<file path="config.mk">
export PLATFORM = sky130hd
export DESIGN_NAME = note_lane_renderer
export DESIGN_NICKNAME = d
export VERILOG_FILES = /design/src/rtl/note_lane_renderer.sv
export SDC_FILE = /design/constraint.sdc
export NUM_CORES = 1
export LEC_CHECK = 0
export BUFFER_PORTS_ARGS = -buffer_cell sky130_fd_sc_hd__buf_2
export CAP_MARGIN = 20
export CORE_MARGIN = 1.5
export CORE_UTILIZATION = 29
export DETAILED_ROUTE_END_ITERATION = 7
export MAX_ROUTING_LAYER = met4
export PLACE_DENSITY = 0.54
export SLEW_MARGIN = 20
export SYNTH_ARGS = -nofsm -noshare
export SYNTH_HDL_FRONTEND = slang
export SYNTH_SLANG_ARGS = --single-unit
</file>
<file path="constraint.sdc">
create_clock -name clk -period 22 [get_ports clk]
set_clock_uncertainty 0.05 [all_clocks]
set_input_delay 3.3 -clock clk [delete_from_list [all_inputs] [get_ports clk]]
set_output_delay 3.3 -clock clk [all_outputs]
set_load 0.1 [all_outputs]
</file>
<file path="src/rtl/note_lane_renderer.sv">
// Falling-note lane renderer: keeps per-lane note slots, advances them once per frame,
// resolves spawns and player hits, and paints the lanes on a 2-cycle pixel pipeline.
module note_lane_renderer #(
    parameter int          LANES       = 4,
    parameter int          SLOTS       = 4,
    parameter int          LANE_X0     = 384,
    parameter int          LANE_W      = 128,
    parameter int          NOTE_H      = 20,
    parameter int          NOTE_MARGIN = 4,
    parameter int          SPEED       = 4,
    parameter int          HIT_Y       = 620,
    parameter int          HIT_WIN     = 8,
    parameter logic [11:0] C_BG        = 12'h000,
    parameter logic [11:0] C_SEP       = 12'h444,
    parameter logic [11:0] C_HIT       = 12'hFFF,
    parameter logic [11:0] C_NOTE      = 12'hF80
) (
    input  logic                     clk,
    input  logic                     rst,
    input  logic                     hsync_i,
    input  logic                     vsync_i,
    input  logic                     active_i,
    input  logic [10:0]              x_i,
    input  logic [9:0]               y_i,
    input  logic                     spawn_valid,
    input  logic [$clog2(LANES)-1:0] spawn_lane,
    output logic                     spawn_ready,
    input  logic                     hit_valid,
    input  logic [$clog2(LANES)-1:0] hit_lane,
    output logic                     hit_ok,
    output logic                     hit_bad,
    output logic [LANES-1:0]         miss,
    output logic [11:0]              rgb,
    output logic                     hsync_o,
    output logic                     vsync_o
);

    localparam int LB = $clog2(LANES);
    localparam int SB = $clog2(SLOTS);
    localparam int WB = $clog2(LANE_W);

    localparam logic [10:0]   REGION_LO  = 11'(LANE_X0);
    localparam logic [10:0]   REGION_HI  = 11'(LANE_X0 + LANES * LANE_W);
    localparam logic [10:0]   SCREEN_H   = 11'd720;
    localparam logic [10:0]   CAND_LO    = 11'(HIT_Y - HIT_WIN);
    localparam logic [10:0]   CAND_HI    = 11'(HIT_Y + HIT_WIN);
    localparam logic [10:0]   NOTE_SPAN  = 11'(NOTE_H);
    localparam logic [10:0]   BOTTOM_OFS = 11'(NOTE_H - 1);
    localparam logic [10:0]   STEP       = 11'(SPEED);
    localparam logic [9:0]    LINE_LO    = 10'(HIT_Y - 1);
    localparam logic [9:0]    LINE_HI    = 10'(HIT_Y + 1);
    localparam logic [WB-1:0] OFF_LO     = WB'(NOTE_MARGIN);
    localparam logic [WB-1:0] OFF_HI     = WB'(LANE_W - NOTE_MARGIN);

    logic                 vsPrev_q;
    logic                 tick;
    logic [SLOTS-1:0]     valid_q [LANES];
    logic [SLOTS-1:0]     valid_d [LANES];
    logic [9:0]           noteY_q [LANES][SLOTS];
    logic [9:0]           noteY_d [LANES][SLOTS];
    logic [LANES-1:0]     miss_q, miss_d;
    logic                 hitOk_q, hitBad_q;

    logic                 hitFound;
    logic [SB-1:0]        hitSlot;
    logic [9:0]           bestY;
    logic                 spawnFree;
    logic [SB-1:0]        spawnSlot;
    logic                 spawnAccept;
    logic [10:0]          yNext;

    logic                 hs1_q, vs1_q, act1_q;
    logic [10:0]          x1_q;
    logic [9:0]           y1_q;
    logic [11:0]          rgb_q;
    logic                 hs2_q, vs2_q;

    logic [10:0]          rel;
    logic                 inRegion;
    logic [LB-1:0]        pixLane;
    logic [WB-1:0]        offset;
    logic                 noteHere;
    logic                 onHitLine;
    logic                 onSeparator;
    logic [11:0]          colour_d;

    assign tick = vsPrev_q & ~vsync_i;

    function automatic logic inHitWindow(input logic [9:0] top);
        logic [10:0] bottom;
        bottom = {1'b0, top} + BOTTOM_OFS;
        return (bottom >= CAND_LO) && (bottom <= CAND_HI);
    endfunction

    // Hit picks the lowest note (largest y) in the window; spawn takes the lowest free slot.
    always_comb begin
        hitFound  = 1'b0;
        hitSlot   = '0;
        bestY     = '0;
        spawnFree = 1'b0;
        spawnSlot = '0;
        for (int s = 0; s < SLOTS; s++) begin
            if (valid_q[hit_lane][s] && inHitWindow(noteY_q[hit_lane][s]) &&
                (!hitFound || noteY_q[hit_lane][s] > bestY)) begin
                hitFound = 1'b1;
                hitSlot  = SB'(s);
                bestY    = noteY_q[hit_lane][s];
            end
        end
        for (int s = SLOTS - 1; s >= 0; s--) begin
            if (!valid_q[spawn_lane][s]) begin
                spawnFree = 1'b1;
                spawnSlot = SB'(s);
            end
        end
    end

    assign spawn_ready = ~tick & spawnFree;
    assign spawnAccept = spawn_valid & spawn_ready;

    always_comb begin
        valid_d = valid_q;
        noteY_d = noteY_q;
        miss_d  = '0;
        yNext   = '0;
        if (tick) begin
            for (int l = 0; l < LANES; l++) begin
                for (int s = 0; s < SLOTS; s++) begin
                    if (valid_q[l][s] &&
                        !(hit_valid && hitFound && LB'(l) == hit_lane && SB'(s) == hitSlot)) begin
                        yNext = {1'b0, noteY_q[l][s]} + STEP;
                        if (yNext >= SCREEN_H) begin
                            valid_d[l][s] = 1'b0;
                            miss_d[l]     = 1'b1;
                        end else begin
                            noteY_d[l][s] = yNext[9:0];
                        end
                    end
                end
            end
        end
        if (hit_valid && hitFound) begin
            valid_d[hit_lane][hitSlot] = 1'b0;
        end
        if (spawnAccept) begin
            valid_d[spawn_lane][spawnSlot] = 1'b1;
            noteY_d[spawn_lane][spawnSlot] = '0;
        end
    end

    always_ff @(posedge clk) begin
        if (rst) begin
            vsPrev_q <= 1'b1;
            for (int l = 0; l < LANES; l++) begin
                valid_q[l] <= '0;
                for (int s = 0; s < SLOTS; s++) begin
                    noteY_q[l][s] <= '0;
                end
            end
            miss_q   <= '0;
            hitOk_q  <= 1'b0;
            hitBad_q <= 1'b0;
        end else begin
            vsPrev_q <= vsync_i;
            valid_q  <= valid_d;
            noteY_q  <= noteY_d;
            miss_q   <= miss_d;
            hitOk_q  <= hit_valid & hitFound;
            hitBad_q <= hit_valid & ~hitFound;
        end
    end

    always_ff @(posedge clk) begin
        if (rst) begin
            hs1_q  <= 1'b1;
            vs1_q  <= 1'b1;
            act1_q <= 1'b0;
            x1_q   <= '0;
            y1_q   <= '0;
        end else begin
            hs1_q  <= hsync_i;
            vs1_q  <= vsync_i;
            act1_q <= active_i;
            x1_q   <= x_i;
            y1_q   <= y_i;
        end
    end

    assign rel         = x1_q - REGION_LO;
    assign inRegion    = (x1_q >= REGION_LO) && (x1_q < REGION_HI);
    assign pixLane     = LB'(rel >> WB);
    assign offset      = rel[WB-1:0];
    assign onHitLine   = inRegion && (y1_q >= LINE_LO) && (y1_q <= LINE_HI);
    assign onSeparator = (inRegion && offset == '0) || (x1_q == REGION_HI);

    // Note test reads live slot state, so a mid-frame spawn or hit shows from the next pixel.
    always_comb begin
        noteHere = 1'b0;
        if (inRegion && offset >= OFF_LO && offset < OFF_HI) begin
            for (int s = 0; s < SLOTS; s++) begin
                if (valid_q[pixLane][s] &&
                    ({1'b0, y1_q} >= {1'b0, noteY_q[pixLane][s]}) &&
                    ({1'b0, y1_q} < ({1'b0, noteY_q[pixLane][s]} + NOTE_SPAN))) begin
                    noteHere = 1'b1;
                end
            end
        end
    end

    always_comb begin
        colour_d = C_BG;
        if (!act1_q) begin
            colour_d = '0;
        end else if (noteHere) begin
            colour_d = C_NOTE;
        end else if (onHitLine) begin
            colour_d = C_HIT;
        end else if (onSeparator) begin
            colour_d = C_SEP;
        end
    end

    always_ff @(posedge clk) begin
        if (rst) begin
            rgb_q <= '0;
            hs2_q <= 1'b1;
            vs2_q <= 1'b1;
        end else begin
            rgb_q <= colour_d;
            hs2_q <= hs1_q;
            vs2_q <= vs1_q;
        end
    end

    assign rgb     = rgb_q;
    assign hsync_o = hs2_q;
    assign vsync_o = vs2_q;
    assign hit_ok  = hitOk_q;
    assign hit_bad = hitBad_q;
    assign miss    = miss_q;

endmodule
</file>
Word-level counts from Yosys, hierarchy flattened
Cells that the tools add are included.
{"block": "word_totals", "register_bits": 220, "input_bits": 32, "out_inout_bits": 21, "word_cells": 384}
{"block": "classes", "add_sub_neg": 25, "magnitude_cmp": 52, "eq_ne": 7, "muxes": 154, "bitwise_logic": 18, "n_reduce_logical": 96}
{"cell": "2-to-1 mux 10 bit", "count": 36}
{"cell": "2-to-1 mux 160 bit", "count": 2}
{"cell": ">= comparator 11 x 10 -> 1 bit (second input constant)", "count": 20}
{"cell": "2-to-1 mux 40 bit", "count": 5}
{"cell": "adder 10 x 3 -> 11 bit (second input constant)", "count": 16}
{"cell": "AND 160 bit", "count": 1}
{"cell": "binary-select mux 40 bit (select 2 bit)", "count": 2}
{"cell": "inverter 160 bit", "count": 1}
{"cell": "adder 10 x 5 -> 11 bit (second input constant)", "count": 8}
{"cell": "demux 40 bit (select 2 bit)", "count": 1}
{"cell": "2-to-1 mux 1 bit", "count": 80}
{"cell": "logical AND 1 bit", "count": 67}
{"cell": "2-to-1 mux 16 bit", "count": 3}
{"cell": "<= comparator 11 x 10 -> 1 bit (second input constant)", "count": 4}
{"cell": "< comparator 10 x 11 -> 1 bit", "count": 4}
{"cell": ">= comparator 10 bit", "count": 4}
{"cell": "2-to-1 mux 4 bit", "count": 8}
{"cell": "> comparator 10 bit", "count": 3}
{"cell": "binary-select mux 4 bit (select 2 bit)", "count": 3}
{"cell": "2-to-1 mux 12 bit", "count": 2}
{"cell": "demux 10 bit (select 2 bit)", "count": 1}
{"cell": "zero test 1 bit", "count": 19}
{"cell": "AND 16 bit", "count": 1}
{"cell": "demux 4 bit (select 2 bit)", "count": 2}
{"cell": "other kinds (27)", "count": 59}

Depth between registers and ports, before layout
Gate-level depths: netlist of the first run.
{"block": "depth", "ltp_word": 33, "mapped_depth": 47, "mapped_depth_nobuf": 41}

Worst setup path after synthesis of the first run
Ideal clock, no wire load.
{"block": "synth_timing", "path_type": "input -> register", "start": "in hit_lane[0]", "end": "reg noteY_q[25] in the netlist's numbering", "setup_ps": 128, "t_arrival_ps": 11913, "t_required_ps": 21822, "path_slack_ps": 9909, "cell_stages": 44, "path_buffers": 4, "path_cell_list": "buf_6 -> mux4_2 -> inv_1 -> ha_1 -> inv_1 -> and3_1 -> o21ai_0 -> xor2_1 -> nor3_4 -> clkbuf_1 -> inv_1 -> nor2_1 -> inv_1 -> ha_1 -> nor2b_1 -> o21a_1 -> o21ai_0 -> a21oi_1 -> [... 8 more ...] -> nor2_1 -> and3_1 -> a31oi_1 -> inv_1 -> a221oi_4 -> clkbuf_1 -> mux2_2 -> ha_1 -> nand4_1 -> nor2_1 -> a21oi_1 -> o211a_1 -> a31oi_1 -> a22oi_4 -> a311oi_4 -> nor2b_1 -> xnor2_1 -> nor2_1"}
{"block": "synth_via", "elab_chain_cells": 30, "word_cells_on_any_way": 60, "classes_between": "add/sub: 4; order compare: 11; eq/ne: 2; mux: 19; bitwise: 2; reduce/logical: 22"}
{"element": "start, declared", "line_no": "29", "text": "input logic [$clog2(LANES)-1:0] hit_lane,"}
{"element": "inverter 2 -> 3 bit (not written as such)", "line_no": "103, 104, 107"}
{"element": "binary-select mux 40 bit (select 2 bit)"}
{"element": "2-to-1 mux 40 bit (not written as such) (2 in a row)", "line_no": "103, 104"}
{"element": "adder 10 x 5 -> 11 bit", "line_no": "91", "text": "bottom = {1'b0, top} + BOTTOM_OFS;"}
{"element": ">= comparator 11 x 10 -> 1 bit / <= comparator 11 x 10 -> 1 bit (equally long branches)", "line_no": "92", "text": "return (bottom >= CAND_LO) && (bottom <= CAND_HI);"}
{"element": "logical AND 1 bit", "line_no": "92"}
{"element": "logical AND 1 bit", "line_no": "103", "text": "if (valid_q[hit_lane][s] && inHitWindow(noteY_q[hit_lane][s]) &&"}
{"element": "2-to-1 mux 10 bit / 2-to-1 mux 1 bit (equally long branches)", "line_no": "103"}
{"element": "[... 12 more ...]"}
{"element": "logical AND 1 bit (2 in a row)", "line_no": "130", "text": "!(hit_valid && hitFound && LB'(l) == hit_lane && SB'(s) == hitSlot)) begin"}
{"element": "logical AND 1 bit *", "line_no": "130"}
{"element": "zero test 1 bit *", "line_no": "130"}
{"element": "logical AND 1 bit *", "line_no": "129", "text": "if (valid_q[l][s] &&"}
{"element": "2-to-1 mux 10 bit *", "line_no": "129"}
{"element": "2-to-1 mux 160 bit *", "line_no": "126", "text": "if (tick) begin"}
{"element": "AND 160 bit (no source line)"}
{"element": "2-to-1 mux 160 bit *", "line_no": "145", "text": "if (spawnAccept) begin"}
{"element": "end signal, assigned", "line_no": "166", "text": "noteY_q <= noteY_d;"}
{"element": "end, declared", "line_no": "59", "text": "logic [9:0] noteY_q [LANES][SLOTS];"}
Mark *: on every way between the ends. The rest lies on a longest branch, timed or not. The select of a mux whose other input is x is not followed.
A chain may end at the register's enable or synchronous reset.

Final worst setup path of the first run
{"block": "layout_timing", "start": "in hit_lane[0]", "end": "reg noteY_q[85] in the netlist's numbering"}
Same word-level chain as after synthesis.

==> results of run 1 <==
cells in the final DEF, fill, tap and decap left out, types with 46 or more instances in the layout:
cell type	Yosys	routed
buf_2	10	52
nor2b_1	48	47
ha_1	143	142
nand4_1	46	46
a21oi_1	91	91
nor2_1	208	208
nand3_1	68	68
nand2_1	126	126
mux4_2	88	88
xor2_1	65	65
inv_1	115	115
o21ai_0	75	75
dfxtp_1	212	211
xnor2_1	54	54
flip-flops by register name, indices dropped and copies added (netlist names), 4 cells and up:
register,cells
miss,4
noteY_q,160
rgb,4
valid_q,16
x1_q,11
y1_q,10
worst max-delay path: cells and delay by family:
family,cells,cell delay [ns]
AO/OA/AOI/OAI,14,3.85
AND/OR/NAND/NOR,10,2.29
multiplexers,3,1.43
buffers and inverters,7,1.36
adder cells (fa/ha/maj),4,0.99
XOR/XNOR,2,0.26
power by group:
group          internal [mW]  switching [mW]
Clock                  0.272           0.180
Combinational         0.0267          0.0448
Sequential             0.387         0.00591
per-layer routing:
metal	track usage (%)	vias up
met2	26.3	427
met1	23.4	7157
met3	2.97	65
met5	-	-
li1	-	6941
met4	3.54	0
final timing paths:
check / from / to / slack [ns]
setup / recovery: hit_lane[0] / noteY_q[85] / 8.88
hold / removal: hs1_q / hsync_o / 0.37
setup reg to reg: noteY_q[71] / noteY_q[85] / 11.97
hold reg to reg: hs1_q / hsync_o / 0.37
cell families (layout without fill, tap and decap cells):
logic type / Yosys count / in the layout / share of synthesized area, %
fa+ha+maj: 143 / 143 / 10.7
flops: 212 / 212 / 25.3
buf+inv: 218 / 224 / 5.53
other cells: 1 / 8 / 0.0223
compound gates: 383 / 383 / 15.8
simple gates: 729 / 729 / 22.9
mux: 118 / 118 / 13.6
xor+xnor: 119 / 119 / 6.21
metrics by stage:
| step | power, mW | hold WS (ns) |
|---|---|---|
| detailed placement | 0.472 | 0.351 |
| global placement | 0.471 | 0.348 |
| floorplan | 0.451 | 0.339 |
| global route | 0.951 | 0.413 |
| CTS | 0.928 | 0.375 |
| finish | 0.916 | 0.370 |
layout make-up:
| type | instances | share of cell area, % |
|---|---|---|
| multi-input combinational | 1498 | 62.9 |
| inverter | 116 | 2.35 |
| timing repair buffer | 64 | 1.89 |
| antenna | 2 | 0.0270 |
| clock buffer | 32 | 3.80 |
| clock inverter | 12 | 0.905 |
| tap | 765 | 5.17 |
| sequential | 212 | 22.9 |
==> run_results.csv, run 1 <==
group,metric,value,unit
run_status,status,"completed",
timing,setup_tns,0,ns
logic_synthesis,syn-instance-count,1923,
clock_tree,tritoncts,"built",
worst_hold_path,hold_depth,1,
clock_tree,cts_buffers,26,
job,maxCapViolCount,0,
timing,setup_viol,0,
logic_synthesis,synth_area,16800,um^2
grt,grt_usage,17.1,%
clock_tree,cts_resized,0,
timing,tightest_slew,1.10,ns
timing,period_share,59.6,%
routing,viasPerCell,5.40,
logic_synthesis,synth_most_common_cell,"dfxtp_1",
clock_tree,cts_setup_buffers,0,
routing,drt_iter0_drc,1089,
floorplan,die_area,59400,um^2
routing,drt-met1-wl,23500,um
routing,top_layer_used,"met4",
routing,wl_met3,3280,um
worst_hold_path,hp-class,"flip-flop to flip-flop",
critical_path,ff2ff_path_depth,39,
critical_path,critPathMaxStageDelay,0.87,ns
clock_tree,root_buffer,"clkbuf_16",
logic_synthesis,seq_area_frac_synth,25.3,%
logic_synthesis,syn_avg_cell_area,8.73,um^2
placement,place_inst,2655,
critical_path,cp_slowest_cell,"a211oi_4",
cells_and_area,seqCellArea,4250,um^2
timing,fmax,76.2,MHz
critical_path,path_class,"primary input to flip-flop",
critical_path,endpoint_kind,"flip-flop",
cells_and_area,syn_to_final_growth,10.3,%
grt,antenna_found_initial,2,
logic_synthesis,synth-edff-count,0,
placement,place_worst_setup_slack,8.46,ns
critical_path,crit_top_cell,"inv_1",
timing,drv_slew,0,
floorplan,fp.coreArea,57500,um^2
grt,grt_pass1_vias,14000,
routing,wl_met2,22100,um
floorplan,start_util,29.2,%
critical_path,crit_fanout,24,
logic_synthesis,ys_seq_elements,212,
floorplan,die_y,244,um
critical_path,arrival,13.50,ns
placement,port_buffers,52,
placement,hpwl,37300,um
power_and_ir_drop,peakVddDrop,0.0544,mV
routing,ant_nets,0,
timing,layout_setup_ws,8.88,ns
clock_tree,numClockSinks,212,
cells_and_area,drive_gt1_share,13.2,%
cells_and_area,stdcell_count,2701,
grt,grt_pass1_wl,79000,um
logic_synthesis,synthArstFlopShare,0,%
floorplan,ios,53,
clock_tree,cts_max_level,1,
timing,period_minus_slack,13.12,ns
logic_synthesis,synth_cell_types,92,
logic_synthesis,yosysWarningCount,0,
floorplan,rows,88,
power_and_ir_drop,power_leakage,6.72,nW
routing,vias,14600,
cells_and_area,finalInstanceArea,18500,um^2
clock_tree,hold_buffers,0,
logic_synthesis,synth.top_cells.by_area,"dfxtp_1, mux4_2, ha_1, nor2_1, xor2_1",
placement,routabilityCongestion,0.899,
timing,hold_viol,0,
timing,rsz0062_at_grt,"no",
grt,grt_start_max_net_pins,74,
power_and_ir_drop,power_density,49.5,nW/um^2
logic_synthesis,synth_top_area_share,25.3,%
grt,grt-ovfl-total,0,
cells_and_area,final.fill_count,5996,
routing,drc,0,
floorplan,die_x,244,um
logic_synthesis,synthFlopType,"dfxtp_1",
clock_tree,path_clk_slew,0.06,ns
logic_synthesis,synth_commonest_cells,"dfxtp_1, nor2_1, ha_1",
placement,placed_area,17600,um^2
cells_and_area,utilization,32.2,%
critical_path,required,22.38,ns
routing,routed_wl,49900,um
cells_and_area,fin_nets,2093,
clock_tree,insertion_delay,0.57,ns
timing,slew_headroom,26.3,%
cells_and_area,multi_input_area,11700,um^2
critical_path,cp-start-kind,"primary input",
routing,wl_per_cell,18.5,um
clock_tree,clockBufferDepth,3,
routing,firstDrtPassIters,5,
logic_synthesis,yosysTopAreaCell,"dfxtp_1",
Note: power is estimated with default switching activity, not from simulation.
==> inputs of run 2 (changes only) <==
PLACE_DENSITY = 0.56   (was 0.54)
clock period = 10.95 ns   (was 22 ns; I/O delays follow)
==> run_results.csv, run 2 (synthesized netlist as in run 1, its figures left out) <==
group,metric,value,unit
critical_path,endpoint_kind,"flip-flop",
timing,layout_setup_ws,0.872,ns
timing,drv_slew,0,
floorplan,die_y,244,um
worst_hold_path,hp-class,"flip-flop to flip-flop",
floorplan,die_area,59400,um^2
worst_hold_path,hold_depth,1,
critical_path,critPathMaxStageDelay,0.66,ns
power_and_ir_drop,p_sw_share,24.6,%
floorplan,die_x,244,um
timing,timing.hold.ws,0.363,ns
cells_and_area,stdcell_count,2706,
placement,place_inst,2659,
grt,grt_usage,16.8,%
run_status,status,"completed",
timing,rsz0062_at_grt,"no",
placement,hpwl,37200,um
placement,routabilityCongestion,0.916,
routing,drt_iter0_drc,1305,
cells_and_area,layout_commonest_cell,"dfxtp_1",
routing,drc,0,
power_and_ir_drop,power_leakage,6.75,nW
placement,port_buffers,52,
routing,firstDrtPassIters,6,
cells_and_area,largest_registers,"noteY_q (160), valid_q (16), x1_q (11)",
cells_and_area,largest_register,"noteY_q",
power_and_ir_drop,p_total,1.82,mW
critical_path,cp-start-kind,"primary input",
timing,setup_viol,0,
timing,period_share,92.0,%
power_and_ir_drop,p_int,1.37,mW
critical_path,ff2ff_path_depth,39,
cells_and_area,utilization,32.3,%
critical_path,r2r-start,"noteY_q[30]",
floorplan,start_util,29.2,%
critical_path,cp_slowest_cell,"a211oi_4",
critical_path,crit_fanout,13,
clock_tree,root_buffer,"clkbuf_16",
clock_tree,tritoncts,"built",
power_and_ir_drop,p_sw,449,uW
critical_path,arrival,10.45,ns
grt,grt-ovfl-total,0,
cells_and_area,largest_reg_flops,160,
critical_path,path_class,"primary input to flip-flop",
grt,grt_start_max_net_pins,48,
critical_path,timing.rr.end,"noteY_q[85]",
routing,routed_wl,49200,um
clock_tree,insertion_delay,0.56,ns
worst_hold_path,holdPathEnd,"hsync_o",
timing,hold_viol,0,
clock_tree,cts_max_level,1,
critical_path,r2r_slack,2.01,ns
timing,setup_tns,0,ns
cells_and_area,fin_nets,2098,
routing,vias,14600,
grt,grt_pass1_wl,78100,um
power_and_ir_drop,peakVddDrop,0.0992,mV
cells_and_area,drive_gt1_share,13.5,%
clock_tree,clockBufferDepth,3,
power_and_ir_drop,p_comb_share,8.0,%
critical_path,crit_top_cell,"inv_1",
placement,place_worst_setup_slack,0.178,ns
cells_and_area,final.fill_count,6000,
routing,viasPerCell,5.41,
cells_and_area,syn_to_final_growth,10.5,%
routing,ant_nets,0,
timing,slew_headroom,25.8,%
timing,period_minus_slack,10.08,ns
power_and_ir_drop,clkPwrFrac,48.6,%
clock_tree,numClockSinks,212,
routing,wl_per_cell,18.2,um
clock_tree,cts_buffers,25,
power_and_ir_drop,power.share.sequential,43.5,%
grt,grt_pass1_vias,14100,
power_and_ir_drop,power_density,98.2,nW/um^2
job,maxCapViolCount,0,
cells_and_area,final_cell_mix,"dfxtp_1, nor2_1, ha_1",
grt,antenna_found_initial,2,
clock_tree,path_clk_slew,0.06,ns
cells_and_area,finalInstanceArea,18600,um^2
floorplan,rows,88,
timing,tightest_slew,1.10,ns
critical_path,required,11.32,ns
timing,fmax,99.2,MHz
floorplan,ios,53,
worst_hold_path,min_from,"hs1_q",
placement,placed_area,17700,um^2
floorplan,fp.coreArea,57500,um^2
[run 2: changes by cell type in the layout (fill, tap and decap cells not counted)]
cell	delta
inv_6	+1
buf_4	+6
o41ai_2	-1
clkbuf_16	-2
o21ai_1	-1
clkinvlp_4	-2
clkbuf_8	+7
bufinv_16	-1
o21ai_2	+1
o41ai_1	+1
clkinv_2	-3
clkbuf_1	-1
[run 2: worst max-delay path by stage]
stage	cells past startpoint	endpoint	slack [ns]	from
after global placement	41	noteY_q[85]	0.36	hit_lane[0]
after detailed placement	40	noteY_q[85]	0.18	hit_lane[0]
after floorplan	44	noteY_q[25]	0.52	hit_lane[0]
final	40	noteY_q[85]	0.87	hit_lane[0]
after CTS	40	noteY_q[85]	0.73	hit_lane[0]
after global routing	40	noteY_q[85]	0.29	hit_lane[0]
[run 2: timing repair]
action / CTS / global route
hold buffers: 0 / 0
resized for setup: 0 / 1
setup endpoints to repair: 0 / 10
buffers inserted: 0 / 2
[run 2: layout make-up]
class	count	area [um^2]	area share [%]
timing repair buffer	70	395	2.13
multi-input combinational	1498	11700	62.8
tap	765	957	5.16
antenna	2	5.00	0.0270
clock inverter	7	116	0.627
sequential	212	4250	22.9
inverter	116	435	2.35
clock buffer	36	747	4.03
[run 2: power by group through the flow]
stage	combinational, mW	clock [mW]	sequential (mW)
global route	0.159	0.938	0.792
global placement	0.141	0	0.808
floorplan	0.102	0	0.804
finish	0.145	0.885	0.792
detailed placement	0.144	0	0.808
CTS	0.145	0.909	0.791
[run 2: routing by layer]
layer	global-route usage (%)	vias to the layer above	share of wire, %
met5	-	-	0
met4	4.54	0	2.3
met3	3.36	67	7.8
met2	25.1	514	43
met1	22.9	7113	47
li1	-	6946	-
[run 2: worst max-delay path, delay by kind of cell]
kind / cells / cell delay, ns
buf+inv: 8 / 1.24
compound gates: 13 / 3.08
xor+xnor: 2 / 0.26
simple gates: 10 / 1.78
fa+ha+maj: 4 / 1.10
mux: 3 / 1.29
==> inputs of run 3 (changes only) <==
==> constraint.sdc (replaced) <==
create_clock -name clk -period 10.95 [get_ports clk]
set_clock_uncertainty 0.05 [all_clocks]
set_input_delay 2.19 -clock clk [delete_from_list [all_inputs] [get_ports clk]]
set_output_delay 2.19 -clock clk [all_outputs]
set_load 0.1 [all_outputs]
==> run_results.csv, run 3 (synthesized netlist as in run 1, its figures left out) <==
group,metric,value,unit
run_status,status,"completed",
critical_path,endpoint_kind,"flip-flop",
cells_and_area,largest_registers,"noteY_q (160), valid_q (16), x1_q (11)",
placement,hpwl,36500,um
routing,routed_wl,48600,um
critical_path,required,11.27,ns
cells_and_area,multi_input_area,11700,um^2
cells_and_area,final.fill_count,5960,
critical_path,arrival,10.68,ns
timing,hold_viol,0,
critical_path,path_class,"primary input to flip-flop",
routing,viasPerCell,5.40,
cells_and_area,stdcell_count,2714,
grt,grt_pass1_wl,76600,um
routing,drc,0,
worst_hold_path,hp-class,"flip-flop to flip-flop",
clock_tree,insertion_delay,0.56,ns
power_and_ir_drop,p_sw_share,24.4,%
grt,grt-ovfl-total,0,
clock_tree,clockBufferDepth,3,
floorplan,die_y,244,um
floorplan,rows,88,
timing,period_share,94.6,%
cells_and_area,final_cell_mix,"dfxtp_1, nor2_1, ha_1",
cells_and_area,seqCellArea,4250,um^2
timing,drv_slew,0,
critical_path,ff2ff_path_depth,39,
power_and_ir_drop,peakVddDrop,0.108,mV
cells_and_area,utilization,32.6,%
power_and_ir_drop,power_density,102,nW/um^2
routing,vias,14600,
power_and_ir_drop,power.share.sequential,41.5,%
critical_path,critPathMaxStageDelay,0.59,ns
grt,antenna_found_initial,0,
routing,wl_per_cell,17.9,um
clock_tree,tritoncts,"built",
worst_hold_path,hold_depth,1,
clock_tree,cts_max_level,1,
cells_and_area,layout_commonest_cell,"dfxtp_1",
clock_tree,numClockSinks,212,
cells_and_area,syn_to_final_growth,11.4,%
cells_and_area,drive_gt1_share,14.0,%
power_and_ir_drop,p_sw,466,uW
floorplan,die_area,59400,um^2
timing,rsz0062_at_grt,"no",
timing,slew_headroom,27.1,%
grt,grt_start_max_net_pins,46,
floorplan,die_x,244,um
clock_tree,cts_buffers,27,
floorplan,start_util,29.2,%
critical_path,cp_slowest_cell,"a222oi_1",
power_and_ir_drop,p_int,1.45,mW
timing,fmax,96.5,MHz
routing,drt_iter0_drc,1183,
cells_and_area,largest_register,"noteY_q",
critical_path,crit_fanout,10,
routing,firstDrtPassIters,6,
timing,period_minus_slack,10.36,ns
routing,ant_nets,0,
timing,tightest_slew,1.09,ns
placement,port_buffers,52,
critical_path,cp-start-kind,"primary input",
clock_tree,root_buffer,"clkbuf_16",
floorplan,ios,53,
grt,grt_pass1_vias,13800,
placement,place_inst,2658,
clock_tree,path_clk_slew,0.05,ns
power_and_ir_drop,clkPwrFrac,51.1,%
cells_and_area,fin_nets,2102,
job,maxCapViolCount,0,
power_and_ir_drop,p_comb_share,7.4,%
cells_and_area,largest_reg_flops,160,
timing,setup_viol,0,
grt,grt_usage,16.5,%
timing,timing.hold.ws,0.360,ns
placement,routabilityCongestion,0.931,
floorplan,fp.coreArea,57500,um^2
critical_path,crit_top_cell,"inv_1",
clock_tree,hold_buffers,0,
power_and_ir_drop,power_leakage,6.81,nW
## run 3: cell types whose count changed in the layout (fill, tap and decap cells not counted), moves of 2 or more
cell       delta
a31oi_1       -2
bufinv_16     +2
clkbuf_16     +2
clkinv_2      +2
## run 3: what timing repair did
action / CTS / global route
endpoints found under the setup margin: 0 / 123
setup buffers: 0 / 4
gates resized for setup: 0 / 5
## run 3: final timing paths
| path | startpoint | end | slack, ns |
|---|---|---|---|
| worst min register to register | hs1_q | hsync_o | 0.36 |
| worst max-delay path | hit_lane[0] | miss[1] | 0.59 |
| worst min-delay path | hs1_q | hsync_o | 0.36 |
| worst max register to register | noteY_q[31] | miss[1] | 2.14 |
## run 3: per-stage QoR
step / cell area, um^2 / setup TNS [ns] / power [mW] / setup slack, ns
floorplan: 16800 / 0 / 0.906 / 0.120
global placement: 17700 / -0.265 / 0.948 / -0.0919
detailed placement: 17700 / -4.82 / 0.951 / -0.263
CTS: 18600 / 0 / 1.93 / 0.244
global route: 18700 / 0 / 1.98 / 0.0591
finish: 18700 / 0 / 1.91 / 0.589
## run 3: layer usage
| metal | track usage, % | part of all wire (%) | up-vias |
|---|---|---|---|
| li1 | - | - | 6969 |
| met1 | 22.8 | 47 | 7144 |
| met2 | 25.1 | 44 | 472 |
| met3 | 2.82 | 7.4 | 63 |
| met4 | 3.70 | 2.1 | 0 |
| met5 | - | 0 | - |
## run 3: critical path, delay by kind of cell
kind / cells / cell delay [ns]
multiplexers: 2 / 0.92
adder cells (fa/ha/maj): 4 / 1.08
AND/OR/NAND/NOR: 10 / 1.56
AO/OA/AOI/OAI: 16 / 3.85
buffers and inverters: 7 / 0.92
XOR/XNOR: 1 / 0.14
## run 3: power by group through the flow
stage	clock, mW	combinational, mW	sequential, mW
floorplan	0	0.102	0.804
global placement	0	0.138	0.810
detailed placement	0	0.141	0.811
CTS	0.998	0.141	0.794
global route	1.03	0.156	0.795
finish	0.976	0.141	0.794
## run 3: cell type report
type / count / area share (%)
multi-input combinational: 1499 / 62.5
sequential: 212 / 22.7
tap: 765 / 5.12
clock buffer: 36 / 4.17
inverter: 116 / 2.33
timing repair buffer: 71 / 2.15
clock inverter: 12 / 1.04
antenna: 3 / 0.0401
